$ cat src/rtl/bytecode_fetch.sv
// Bytecode fetch stage: reads opcode and operand bytes from a synchronous-read
// program memory and presents whole instructions to control via valid/ready.
module bytecode_fetch #(
  parameter int PC_WIDTH = 16,
  parameter int RESET_PC = 0
) (
  input  logic                clk,
  input  logic                rst_n,
  output logic [PC_WIDTH-1:0] mem_addr,
  output logic                mem_rd,
  input  logic [7:0]          mem_data,
  output logic [7:0]          op_code,
  output logic [15:0]         operand,
  output logic [1:0]          operand_len,
  output logic [PC_WIDTH-1:0] instr_pc,
  output logic                instr_valid,
  input  logic                instr_ready,
  input  logic                branch_en,
  input  logic [PC_WIDTH-1:0] branch_target
);

  typedef enum logic [2:0] {
    F_OP    = 3'd0,
    L_OP    = 3'd1,
    L_ARG1  = 3'd2,
    L_ARG2  = 3'd3,
    PRESENT = 3'd4
  } state_t;

  // Operand byte count per opcode; unsupported or unlisted opcodes are 0.
  function automatic logic [1:0] op_len(input logic [7:0] op);
    logic [1:0] len;
    len = 2'd0;
    if (op == 8'h10 || op == 8'h12 ||
        (op >= 8'h15 && op <= 8'h19) ||
        (op >= 8'h36 && op <= 8'h3A) ||
        op == 8'hA9 || op == 8'hBC) begin
      len = 2'd1;
    end else if (op == 8'h11 || op == 8'h84 ||
                 (op >= 8'h99 && op <= 8'hA8) ||
                 (op >= 8'hB2 && op <= 8'hB8) ||
                 op == 8'hBB || op == 8'hBD) begin
      len = 2'd2;
    end else begin
      len = 2'd0;
    end
    return len;
  endfunction

  state_t              state_r;
  state_t              state_nxt_s;
  logic [PC_WIDTH-1:0] pc_r;
  logic [PC_WIDTH-1:0] last_addr_r;
  logic                issue_s;
  logic [1:0]          mem_len_s;

  assign mem_len_s = op_len(mem_data);

  // State register
  always_ff @(posedge clk or negedge rst_n) begin
    if (!rst_n) begin
      state_r <= F_OP;
    end else begin
      state_r <= state_nxt_s;
    end
  end

  // Next state and read-issue decision; a redirect overrides everything
  always_comb begin
    state_nxt_s = state_r;
    issue_s     = 1'b0;
    if (branch_en) begin
      state_nxt_s = F_OP;
      issue_s     = 1'b0;
    end else begin
      case (state_r)
        F_OP: begin
          issue_s     = 1'b1;
          state_nxt_s = L_OP;
        end
        L_OP: begin
          if (mem_len_s != 2'd0) begin
            issue_s     = 1'b1;
            state_nxt_s = L_ARG1;
          end else begin
            issue_s     = 1'b0;
            state_nxt_s = PRESENT;
          end
        end
        L_ARG1: begin
          if (operand_len == 2'd2) begin
            issue_s     = 1'b1;
            state_nxt_s = L_ARG2;
          end else begin
            issue_s     = 1'b0;
            state_nxt_s = PRESENT;
          end
        end
        L_ARG2: begin
          issue_s     = 1'b0;
          state_nxt_s = PRESENT;
        end
        PRESENT: begin
          // Accepting the instruction fetches the next opcode in the same cycle
          if (instr_ready) begin
            issue_s     = 1'b1;
            state_nxt_s = L_OP;
          end else begin
            issue_s     = 1'b0;
            state_nxt_s = PRESENT;
          end
        end
        default: begin
          issue_s     = 1'b0;
          state_nxt_s = F_OP;
        end
      endcase
    end
  end

  // Memory port: rst_n gating keeps the strobe low while reset is held
  always_comb begin
    mem_rd   = 1'b0;
    mem_addr = last_addr_r;
    if (issue_s && rst_n) begin
      mem_rd   = 1'b1;
      mem_addr = pc_r;
    end else begin
      mem_rd   = 1'b0;
      mem_addr = last_addr_r;
    end
  end

  // Program counter, instruction fields and valid flag
  always_ff @(posedge clk or negedge rst_n) begin
    if (!rst_n) begin
      pc_r        <= PC_WIDTH'(RESET_PC);
      last_addr_r <= {PC_WIDTH{1'b0}};
      op_code     <= 8'h00;
      operand     <= 16'h0000;
      operand_len <= 2'd0;
      instr_pc    <= {PC_WIDTH{1'b0}};
      instr_valid <= 1'b0;
    end else begin
      if (branch_en) begin
        pc_r <= branch_target;
      end else if (issue_s) begin
        pc_r        <= pc_r + PC_WIDTH'(1);
        last_addr_r <= pc_r;
      end else begin
        pc_r <= pc_r;
      end
      instr_valid <= (state_nxt_s == PRESENT);
      if (!branch_en) begin
        case (state_r)
          L_OP: begin
            // last_addr_r still holds the opcode address: nothing issued since
            op_code     <= mem_data;
            instr_pc    <= last_addr_r;
            operand_len <= mem_len_s;
            operand     <= 16'h0000;
          end
          L_ARG1: begin
            operand <= {8'h00, mem_data};
          end
          L_ARG2: begin
            operand <= {operand[7:0], mem_data};
          end
          default: begin
            operand <= operand;
          end
        endcase
      end
    end
  end

endmodule

$ cat config.mk
export PLATFORM = sky130hd
export DESIGN_NAME = bytecode_fetch
export DESIGN_NICKNAME = d
export VERILOG_FILES = /design/src/rtl/bytecode_fetch.sv
export SDC_FILE = /design/constraint.sdc
export NUM_CORES = 1
export LEC_CHECK = 0
export CORE_ASPECT_RATIO = 0.7
export CORE_UTILIZATION = 45
export CTS_CLUSTER_SIZE = 30
export DETAILED_ROUTE_END_ITERATION = 10
export PLACE_DENSITY = 0.73
export SLEW_MARGIN = 20
export SYNTH_ARGS = -nofsm -noshare
export SYNTH_HDL_FRONTEND = slang
export SYNTH_SLANG_ARGS = --single-unit
$ cat constraint.sdc
create_clock -name clk -period 3.53 [get_ports clk]
set_clock_uncertainty 0.1 [all_clocks]
set_input_delay 0.5295 -clock clk [delete_from_list [all_inputs] [get_ports clk]]
set_output_delay 0.5295 -clock clk [all_outputs]
set_load 0.05 [all_outputs]
After elaboration in Yosys (flattened, before gate mapping)
Cells that the tools add are included. Widths: inputs -> output; s select.

Latch bits: 0. Bits in read-only memories: 0. Memories: 0. Output and inout port bits: 60. RAM bits: 0. Bits in registers: 78.

Add/subtract/negate cells: 1. Multiply operators: 0. Eq/ne operators: 14. Divide/modulo/power cells: 0. Bitwise operators: 1. Mux-type cells: 17. Magnitude comparators: 8. Shift operators: 0. Reductions and logical operators: 22.

Operators by type and width (count): $mux 16 (3); $pmux 16 s3 (1); $eq 8x8->1 const B (5); $eq 8x5->1 const B (3); $add 16x1->16 const B (1); $ge 8x8->1 const B (2); $le 8x8->1 const B (2); $pmux 3 s5 (1); $mux 3 (4); $logic_or 1x1->1 (10); $ge 8x5->1 const B (1); $ge 8x6->1 const B (1); $le 8x5->1 const B (1); $le 8x6->1 const B (1); $eq 3x2->1 const B (2); $eq 3x3->1 const B (2); $reduce_and 2->1 (3); $logic_and 1x1->1 (5); $mux 1 (5); $mux 2 (2); $pmux 1 s4 (1); $reduce_bool 2->1 (2); $eq 3x1->1 const B (1); $logic_not 3->1 (1); 3 further kinds (3).

Logic depth before layout (Yosys ltp)
Depth after elaboration: 14. Mapped depth: 10.

Worst setup path after synthesis
No wires, ideal clock.

Path type: input-to-output. Start: input mem_data[4]. End: output mem_addr[10]. Path slack: 0.590 ns. Buffers on the path: 3. Data arrival time: 2.310 ns. Cell stages on the path: 10. Cell sequence: buf_2 > and3b_1 > o2111ai_1 > o41ai_2 > nor3_1 > o2bb2ai_2 > nand2b_4 > buf_6 > buf_6 > mux2_4.

Cells in the longest elaborated chain, start to end: 14. Elaborated cells on any way between the ends: 38.

Ends and longest elaborated chain: start: declaration (RTL line 11) `input logic [7:0] mem_data,`; $ge 8x8->1, or another cell as far along (RTL line 40) `(op >= 8'h99 && op <= 8'hA8) ||`; $logic_and 1x1->1 or $logic_or 1x1->1 (tied branches) (RTL line 40, 39); $logic_or 1x1->1 (RTL line 39) `end else if (op == 8'h11 || op == 8'h84 ||`; $logic_or 1x1->1 (RTL line 40); $logic_or 1x1->1 (RTL line 41) `(op >= 8'hB2 && op <= 8'hB8) ||`; $logic_or 1x1->1 (RTL line 42) `op == 8'hBB || op == 8'hBD) begin`; $mux 2 (RTL line 39); $mux 2 (*) (RTL line 34) `if (op == 8'h10 || op == 8'h12 ||`; $reduce_bool 2->1 (*) (RTL line 82) `if (mem_len_s != 2'd0) begin`; $mux 1 (*) (RTL line 82); $pmux 1 s4 (*) (RTL line 76) `case (state_r)`; $mux 1 (*) (RTL line 72) `if (branch_en) begin`; $logic_and 1x1->1 (*) (RTL line 125) `if (issue_s && rst_n) begin`; $mux 16 (*) (RTL line 125); end: declaration (RTL line 9) `output logic [PC_WIDTH-1:0] mem_addr,`.

Every way passes the cells marked *; elsewhere a longest branch is shown, timed or not.

Final worst setup path
Start: input mem_data[6]. End: output mem_addr[15].

The elaborated chain is that of the path after synthesis.

==> run metrics <==
Synth Cell Area 0.00391 mm2; commonest cells in the netlist dfrtp_1 (78), mux2_2 (43), nand2_1 (42), o21ai_0 (29), clkbuf_1 (13); Synth Flop Type dfrtp_1; Synth top area share 0.499; Pre-antenna DRT Iters 4; clock buffer depth 2; flop and latch count out of synthesis 78; Clk pwr share 0.251; initial cell density of the core 0.463; Max Cap Viol 0; Routed Antenna Nets 0; Slew @ Worst Pin 0.641 ns; CP Data Arrival Time 2.73 ns; grt ovf 0; switching fraction of total power 0.401; DR iter-0 viols 237; largest net degree at the start of global routing 79; Worst R2R Path Depth 7; worst skew pair latency 0.33 ns; DR top layer met4; WL met2 4030 um; Clk Tree Root Cell clkbuf_16; R2R Path Start state_r[2]; drt total wl 9120 um; crit-path max FO 12; Die H 80.0 um; R2R setup slack 1.12 ns; hold_buf cts 0; crit path from mem_data[6]; Crit path max-delay family buffers and inverters; Setup crit end kind output port; fin nets 476; fraction of layout cells with a size suffix above 1 0.277; Hold WS 0.0995 ns; # diodes 0; postcts setup bufs 0; core area 0.00844 mm2; combinational power share 0.430; async set-reset flop share out of synthesis 1.00; routability cong. 0.890; period utilisation layout 0.952; slew margin rel. 0.568; kind of critical path in2out; total track usage 0.216; Period minus WS final 3.36 ns; CP cell instances clkdlybuf4s50_1 -> nor2b_1 -> o2111ai_1 -> o41ai_2 -> nor3_1 -> o2bb2ai_2 -> nand2b_4 -> buf_12 -> mux2_2 -> buf_4; Die ar. 0.00907 mm2; Peak Freq 298 MHz; crit start category primary input; worst slack, placed -0.0611 ns; vias 3047; Area Growth Syn to Fin 35.9%; Final setup viols 0; VDD IR max 0.441 mV; Slowest-stage cell, CP clkdlybuf4s50_1; worst reg2reg endpoint last_addr_r[7]; Worst Path Required 2.90 ns; worst setup path endpoint mem_addr[15]; vias in the first global route 2949; Largest stage delay, worst path 0.62 ns; RSZ-0062 raised after global routing no; WL met1 4440 um; CTS Buf Count 9; Hold Path Class in2async; DR WL/cell 15.9 um; FP Rows 28; Slew Limit Fails 0; status completed; Reg clk slew, reported paths 0.06 ns; final worst slack 0.170 ns; leading post-synthesis cells by cell area dfrtp_1 (50%), mux2_2 (12%), nand2_1 (4.0%), o21ai_0 (3.7%), mux2_4 (3.5%); clock sink count 78; Avg Vias per Cell 5.33; Die Wd 113 um; Cell Int Power 0.00243 W; syn_area_per_cell 11.2 um2; Static Leak 2.27 nW; Critical Path Stages 10; Reg power frac 0.319; DR DRC count 0; metal3 WL 495 um; Sw Pwr 0.00163 W; Net Count, Synth 379; I/O Pins 88; endpoints failing hold 0; Post-synth EDFFs 0; PD cells 764 mW/mm2; CTS H-tree depth 3; cell taking the most area after synthesis dfrtp_1; CTS tree done; antenna violations before repair 0; HPWL after detailed placement 6290 um; sequential share of the synthesized area 0.499; first-pass GRT wire length 14800 um; setup_tns 0 ns; # port buffers 87; Final Util 0.629; most frequent cell after synthesis dfrtp_1; Unique masters post-synth 53; Mapped Cells 350; Synth warnings 0; number of buffers and inverters on the critical path 3
## registers in the layout, indices dropped and copies added (netlist names)
signal	count
operand	16
pc_r	16
instr_valid	1
op_code	8
instr_pc	16
state_r	3
last_addr_r	16
operand_len	2
## worst min-delay path by stage
stage,start,to,slack [ns],depth (start not counted)
6_report,rst_n,pc_r[1],0.1,2
5_1_grt,rst_n,pc_r[1],0.10,2
4_1_cts,instr_pc[8],instr_pc[8],0.41,1
3_5_place_dp,instr_pc[8],instr_pc[8],0.39,1
3_3_place_gp,operand[11],operand[11],0.39,1
2_1_floorplan,rst_n,instr_pc[0],0.13,0
## per-layer routing
layer  up-vias  track usage
li1       1465            -
met1      1491        0.305
met2        78        0.322
met3        13       0.0562
met4         0       0.0711
met5         -            0
## kinds of logic after synthesis
group                      count (synthesis)  share of synthesized area
DFF                                       78                      0.499
AOI/OAI and AO/OA                         73                      0.123
buffers and inverters                     31                     0.0387
xor gates and xnor gates                  13                     0.0291
adders and majority gates                  1                    0.00320
muxes                                     55                      0.166
and+or+nand+nor                           99                      0.140
## layout by cell type, fill, tap and decap left out, drive strengths merged, types with 3 or more instances in the layout
cell and n:
a21oi 8, a22o 8, a311oi 3, a31oi 8, and3 4, and3b 3
buf 42, clkbuf 9, clkdlybuf4s50 64, dfrtp 78, dlygate4sd2 4, inv 9
mux2 52, mux2i 3, nand2 42, nand3 9, nand4 3, nor2 8
nor2b 7, nor3 3, nor3b 5, nor4 4, nor4b 3, o21ai 32
xnor2 12
## through the flow
stage,instance area [um2],std cells,power [W]
final,5310,572,0.00406
after global routing,5310,572,0.00423
after CTS,5280,571,0.00409
after detailed placement,4950,555,0.00306
after global placement,4950,555,0.00303
after floorplan,3910,350,0.00251
## final cells by class
| cell class | count | area (um2) |
|---|---|---|
| sequential | 78 | 1950 |
| clock inverter | 7 | 104 |
| inverter | 6 | 22.5 |
| clock buffer | 9 | 225 |
| multi-input combinational | 241 | 1820 |
| fill | 706 | 3130 |
| tap | 120 | 150 |
| timing repair buffer | 111 | 1040 |
## power groups by stage
stage               sequential (W)  combinational (W)  clock (W)
floorplan                  0.00174           0.000772          0
global placement           0.00130            0.00172          0
detailed placement         0.00131            0.00175          0
CTS                        0.00130            0.00175    0.00104
global route               0.00133            0.00183    0.00107
finish                     0.00129            0.00174    0.00102
## worst register-to-register path: cells and delay by family (launching register included)
family,cells,cell delay [ns]
AOI/OAI and AO/OA,2,0.41
DFF,1,0.54
buffers and inverters,1,0.30
and+or+nand+nor,3,0.57
muxes,1,0.38
## what timing repair did
item                                    4_1_cts  5_1_grt
endpoints found under the setup margin       16       16
endpoints found under the hold margin         0        0
resized for setup                             6        1
gates cloned                                  0        0
pin swaps                                     1        0
Note: power is estimated with default switching activity, not from simulation.
